===== src/rtl/riscv_lsu.sv =====
// riscv_lsu: RISC-V load/store unit with lane steering, extension and timeout abort
module riscv_lsu #(
  parameter int TIMEOUT = 16
) (
  input  logic        CLK,
  input  logic        RESET,
  input  logic        lsu_req_i,
  input  logic        lsu_we_i,
  input  logic [2:0]  lsu_size_i,
  input  logic [31:0] lsu_addr_i,
  input  logic [31:0] lsu_data_i,
  output logic [31:0] lsu_data_o,
  output logic        lsu_stall_o,
  output logic        lsu_err_o,
  output logic        mem_req_o,
  output logic        mem_we_o,
  output logic [3:0]  mem_be_o,
  output logic [31:0] mem_addr_o,
  output logic [31:0] mem_wd_o,
  input  logic        mem_gnt_i,
  input  logic        mem_rvalid_i,
  input  logic [31:0] mem_rd_i
);
  typedef enum logic [1:0] {IDLE, REQ, WAIT, DONE} state_t;
  state_t state, state_n;
  logic we_q, to_q, legal, busy, expire, done_ok, stall, err, mreq;
  logic [2:0] size_q;
  logic [31:0] addr_q, data_q, lane, fmt;
  logic [7:0] cnt;
  logic [3:0] be;
  assign legal = !(lsu_size_i == 3'd3 || lsu_size_i >= 3'd6)
              && !(lsu_size_i[1:0] == 2'd1 && lsu_addr_i[0])
              && !(lsu_size_i == 3'd2 && lsu_addr_i[1:0] != 2'd0);
  assign busy = state == REQ || state == WAIT;
  assign expire = cnt == 8'(TIMEOUT - 1);
  assign done_ok = state == REQ ? mem_gnt_i && we_q : state == WAIT && mem_rvalid_i;
  assign lane = mem_rd_i >> {addr_q[1:0], 3'b000};
  assign fmt = size_q == 3'd0 ? {{24{lane[7]}}, lane[7:0]}
             : size_q == 3'd4 ? {24'b0, lane[7:0]}
             : size_q == 3'd1 ? {{16{lane[15]}}, lane[15:0]}
             : size_q == 3'd5 ? {16'b0, lane[15:0]}
             : mem_rd_i;
  assign be = size_q[1:0] == 2'd2 ? 4'b1111
            : size_q[0] ? 4'b0011 << {addr_q[1], 1'b0}
            : 4'b0001 << addr_q[1:0];
  always_comb begin
    state_n = state;
    stall = 1'b0;
    err = 1'b0;
    mreq = 1'b0;
    case (state)
      IDLE: begin
        stall = lsu_req_i && legal;
        err = lsu_req_i && !legal;
        state_n = lsu_req_i && legal ? REQ : IDLE;
      end
      REQ: begin
        stall = 1'b1;
        mreq = 1'b1;
        state_n = done_ok || expire ? DONE : mem_gnt_i ? WAIT : REQ;
      end
      WAIT: begin
        stall = 1'b1;
        state_n = done_ok || expire ? DONE : WAIT;
      end
      DONE: begin
        err = to_q;
        state_n = IDLE;
      end
    endcase
  end
  // outputs are forced quiet while reset is held, whatever the stale state says
  assign lsu_stall_o = stall && !RESET;
  assign lsu_err_o = err && !RESET;
  assign mem_req_o = mreq && !RESET;
  assign mem_we_o = mreq && we_q && !RESET;
  assign mem_be_o = mreq && !RESET ? be : 4'b0000;
  assign mem_addr_o = {addr_q[31:2], 2'b00};
  assign mem_wd_o = size_q[1:0] == 2'd0 ? {4{data_q[7:0]}}
                  : size_q[1:0] == 2'd1 ? {2{data_q[15:0]}}
                  : data_q;
  always_ff @(posedge CLK) begin
    if (RESET) begin
      state <= IDLE;
      cnt <= 8'd0;
      to_q <= 1'b0;
      we_q <= 1'b0;
      size_q <= 3'd0;
      addr_q <= 32'd0;
      data_q <= 32'd0;
      lsu_data_o <= 32'd0;
    end else begin
      state <= state_n;
      cnt <= busy ? cnt + 8'd1 : 8'd0;
      to_q <= busy && expire && !done_ok;
      if (state == IDLE && lsu_req_i && legal) begin
        we_q <= lsu_we_i;
        size_q <= lsu_size_i;
        addr_q <= lsu_addr_i;
        data_q <= lsu_data_i;
      end
      if (state == WAIT && mem_rvalid_i)
        lsu_data_o <= fmt;
      else if (busy && expire && !done_ok)
        lsu_data_o <= 32'd0;
    end
  end
endmodule


===== config.mk =====
export PLATFORM = sky130hd
export DESIGN_NAME = riscv_lsu
export DESIGN_NICKNAME = d
export VERILOG_FILES = /design/src/rtl/riscv_lsu.sv
export SDC_FILE = /design/constraint.sdc
export NUM_CORES = 1
export LEC_CHECK = 0
export ABC_AREA = 1
export CAP_MARGIN = 20
export CORE_UTILIZATION = 37
export DETAILED_ROUTE_END_ITERATION = 8
export PLACE_DENSITY = 0.69
export SLEW_MARGIN = 40
export SYNTH_ARGS = -nofsm -noshare
export SYNTH_HDL_FRONTEND = slang
export SYNTH_SLANG_ARGS = --single-unit

===== constraint.sdc =====
create_clock -name CLK -period 2.1 [get_ports CLK]
set_input_delay 0.21 -clock CLK [delete_from_list [all_inputs] [get_ports CLK]]
set_output_delay 0.21 -clock CLK [all_outputs]
set_load 0.05 [all_outputs]

==> run_results.csv <==
group,metric,value,unit
outcome,status,"finished with violations",
outcome,violations,"DRC",
global_routing,gr-total-overflow,0,
synthesis,synth_top_area_share,0.395,
power_and_ir_drop,sw_frac_of_total,0.373,
global_routing,track_usage,0.217,
cells_and_area,drive_above_1_share,0.101,
drt,routed_wl,17000,µm
setup_path,r2r-end,"lsu_data_o[25]$_SDFFE_PP0P_",
clocking,cts_tree,"done",
setup_path,worstSetupPathType,"reg -> out",
timing,rsz0062_at_grt,"no",
timing,hold_viol_final,0,
timing,max_freq,506,MHz
setup_path,rr_worst_depth,9,
clocking,clk_latency,0.36,ns
synthesis,synth-seq-cells,111,
timing,layout_setup_ws,0.122,ns
power_and_ir_drop,power_frac_seq,0.369,
global_routing,grt_pass1_wl,26900,µm
cells_and_area,nets,1096,
synthesis,avgSynthCellArea,6.71,µm²
power_and_ir_drop,clockPowerShare,0.269,
timing,worst_pin_slew,0.613,ns
drt,drt_iter0_drc,476,
power_and_ir_drop,intPower,4090,µW
setup_path,reg2reg_slack,0.36,ns
cells_and_area,nFillCells,1433,
clocking,cts.sinks,111,
setup_path,r2r-start,"state[0]$_SDFF_PP0_",
placement,post_dp_cell_area,0.00766,mm²
synthesis,synth_cell_types,32,
drt,wl_per_cell,14.5,µm
synthesis,netlist_top_cells_area,"dfxtp_1 40%, nand2_1 12%, nor2_1 11%",
timing,fin_skew,0.00790,ns
placement,dpl.hpwl,12200,µm
cells_and_area,area_growth,42.2,%
synthesis,yosys_warnings,0,
power_and_ir_drop,p_switching,2430,µW
synthesis,yosysSeqAreaShare,0.395,
setup_path,path_buf_inv,3,
power_and_ir_drop,vdd_drop_max,0.425,mV
timing,drv_slew,0,
min_path,hp-class,"in -> reg",
setup_path,slowest_delay,0.37,ns
placement,gp_congestion,0.887,
timing,setup_tns,0,ns
drt,drc,11,
setup_path,critical_path_required,1.89,ns
setup_path,endpoint,"lsu_stall_o",
global_routing,grt_pass1_vias,5210,
global_routing,antenna_found_initial,0,
floorplan,io_pins,209,
clocking,clk_pin_slew,0.07,ns
setup_path,cp_common_cell,"inv_1",
placement,io_buffers,206,
floorplan,die_h,125,µm
drt,vias,5651,
cells_and_area,fin_area,0.00799,mm²
cells_and_area,diodes,0,
setup_path,cp-start-kind,"flip-flop",
min_path,hold_depth,4,
flow_run,max-cap-violations,0,
clocking,cts_root_buf,"clkbuf_16",
min_path,min-delay-start,"RESET",
synthesis,synth_area,0.00562,mm²
floorplan,die-width,125,µm
drt,via_per_inst,4.82,
floorplan,core,0.0147,mm²
setup_path,arrival,1.77,ns
setup_path,endpoint_kind,"primary output",
timing,maxSlewHeadroom,0.591,
power_and_ir_drop,leakagePower,0.00316,µW
clocking,cts.path.max_buffers,2,
synthesis,synth_top_area_cell,"dfxtp_1",
timing,min_period,1.98,ns
power_and_ir_drop,pwr-share-comb,0.363,
timing,fin_crit_sh,0.942,
clocking,htreeDepth,3,
drt,ant_nets,0,
floorplan,initial_core_util,0.382,
setup_path,crit_cells,5,
drt,drtPass1Iterations,9,
setup_path,critical-path-top-delay-family,"buffers and inverters",
floorplan,die_area,0.0157,mm²
setup_path,crit_chain,"inv_1, ha_1, inv_1, a211oi_4, buf_12",
setup_path,critPathSlowestCell,"dfxtp_1",
timing,finalSetupViolCount,0,
clocking,numCtsBuffers,9,
setup_path,cp_max_fo,4,
placement,dp_slack,0.242,ns
floorplan,num_rows,44,
global_routing,grt_max_degree,70,
synthesis,synth_cells,837,
power_and_ir_drop,power.density,816,mW/mm²
clocking,postCtsHoldBufs,0,
Yosys cell counts (all sizes together):
master	instances
nand2	180
nor2	165
dfxtp	111
o21ai	103
buf	62
a21oi	61
nand3	56
inv	46
clkbuf	24
o211ai	7
ha	6
a21boi	4
a211oi	2
nor3	2
or2	2
a21o	1
clkinv	1
conb	1
nand4	1
xnor2	1
xor2	1
power by group through the flow:
stage	logic [µW]	clock network, µW	registers [µW]
3_3_place_gp	2320	0	2450
2_1_floorplan	1480	0	2550
6_report	2370	1750	2410
5_1_grt	2540	1890	2440
4_1_cts	2340	1800	2410
3_5_place_dp	2330	0	2460
worst min-delay path: cells and delay by family:
family / cells / cell delay, ns
AO/OA/AOI/OAI: 2 / 0.12
AND/OR/NAND/NOR: 1 / 0.11
buffers and inverters: 1 / 0.19
per-stage QoR:
stage,hold WS (ns),total power [µW],util,instances
floorplan,0.353,4030,-,838
detailed placement,0.439,4790,0.521,1156
global route,0.379,6870,0.544,1173
finish,0.330,6530,0.544,1173
global placement,0.430,4770,0.521,1156
CTS,0.296,6550,0.541,1171
cell type report:
class,count,area (µm²),area share
flip-flops and latches,111,2220,0.278
inverters,47,181,0.0227
clock buffers,10,229,0.0286
well taps,184,230,0.0288
multi-input cells,594,2750,0.344
clock inverters,5,67.6,0.00845
repair buffers,222,2310,0.289
kinds of logic (layout without fill, tap and decap cells):
logic type	after synthesis	after routing	synth area share
AND/OR/NAND/NOR	406	406	0.294
other	1	2	0.000667
AO/OA/AOI/OAI	178	178	0.171
buffers and inverters	133	284	0.122
flip-flops	111	111	0.395
XOR/XNOR	2	2	0.00312
adder cells (fa/ha/maj)	6	6	0.0134
state kept, by name (all words and copies together), names as in the netlist, named ones only:
| signal | cells |
|---|---|
| size_q | 3 |
| cnt | 8 |
| state | 1 |
| lsu_data_o | 32 |
| data_q | 32 |
| we_q | 1 |
| to_q | 1 |
| addr_q | 32 |
worst min-delay path by stage:
stage,endpoint,slack [ns]
CTS,cnt[7]$_SDFF_PP0_,0.30
floorplan,size_q[0]$_SDFFE_PP0P_,0.35
detailed placement,cnt[0]$_SDFF_PP0_,0.44
global placement,cnt[0]$_SDFF_PP0_,0.43
global route,cnt[7]$_SDFF_PP0_,0.38
finish,cnt[7]$_SDFF_PP0_,0.33
per-layer routing:
metal,track usage,vias up,wire [µm]
li1,-,2948,-
met1,0.280,2500,7790
met2,0.346,172,7760
met3,0.0471,31,919
met4,0.0997,0,497
met5,0,-,0
what timing repair did:
action	in CTS	in global routing
resized for setup	0	3
buffers inserted	0	2
setup endpoints to repair	0	11
placed cells by master (no fill, tap or decap), drive strengths merged, types with 2 or more instances in the layout:
master,Yosys,layout
a211oi,2,2
a21boi,4,4
a21oi,61,61
buf,62,49
clkbuf,24,10
clkdlybuf4s50,0,173
clkinv,1,4
conb,1,2
dfxtp,111,111
ha,6,6
inv,46,47
nand2,180,180
nand3,56,56
nor2,165,165
nor3,2,2
o211ai,7,7
o21ai,103,103
or2,2,2
No activity file was read; power rests on OpenSTA's default activity.
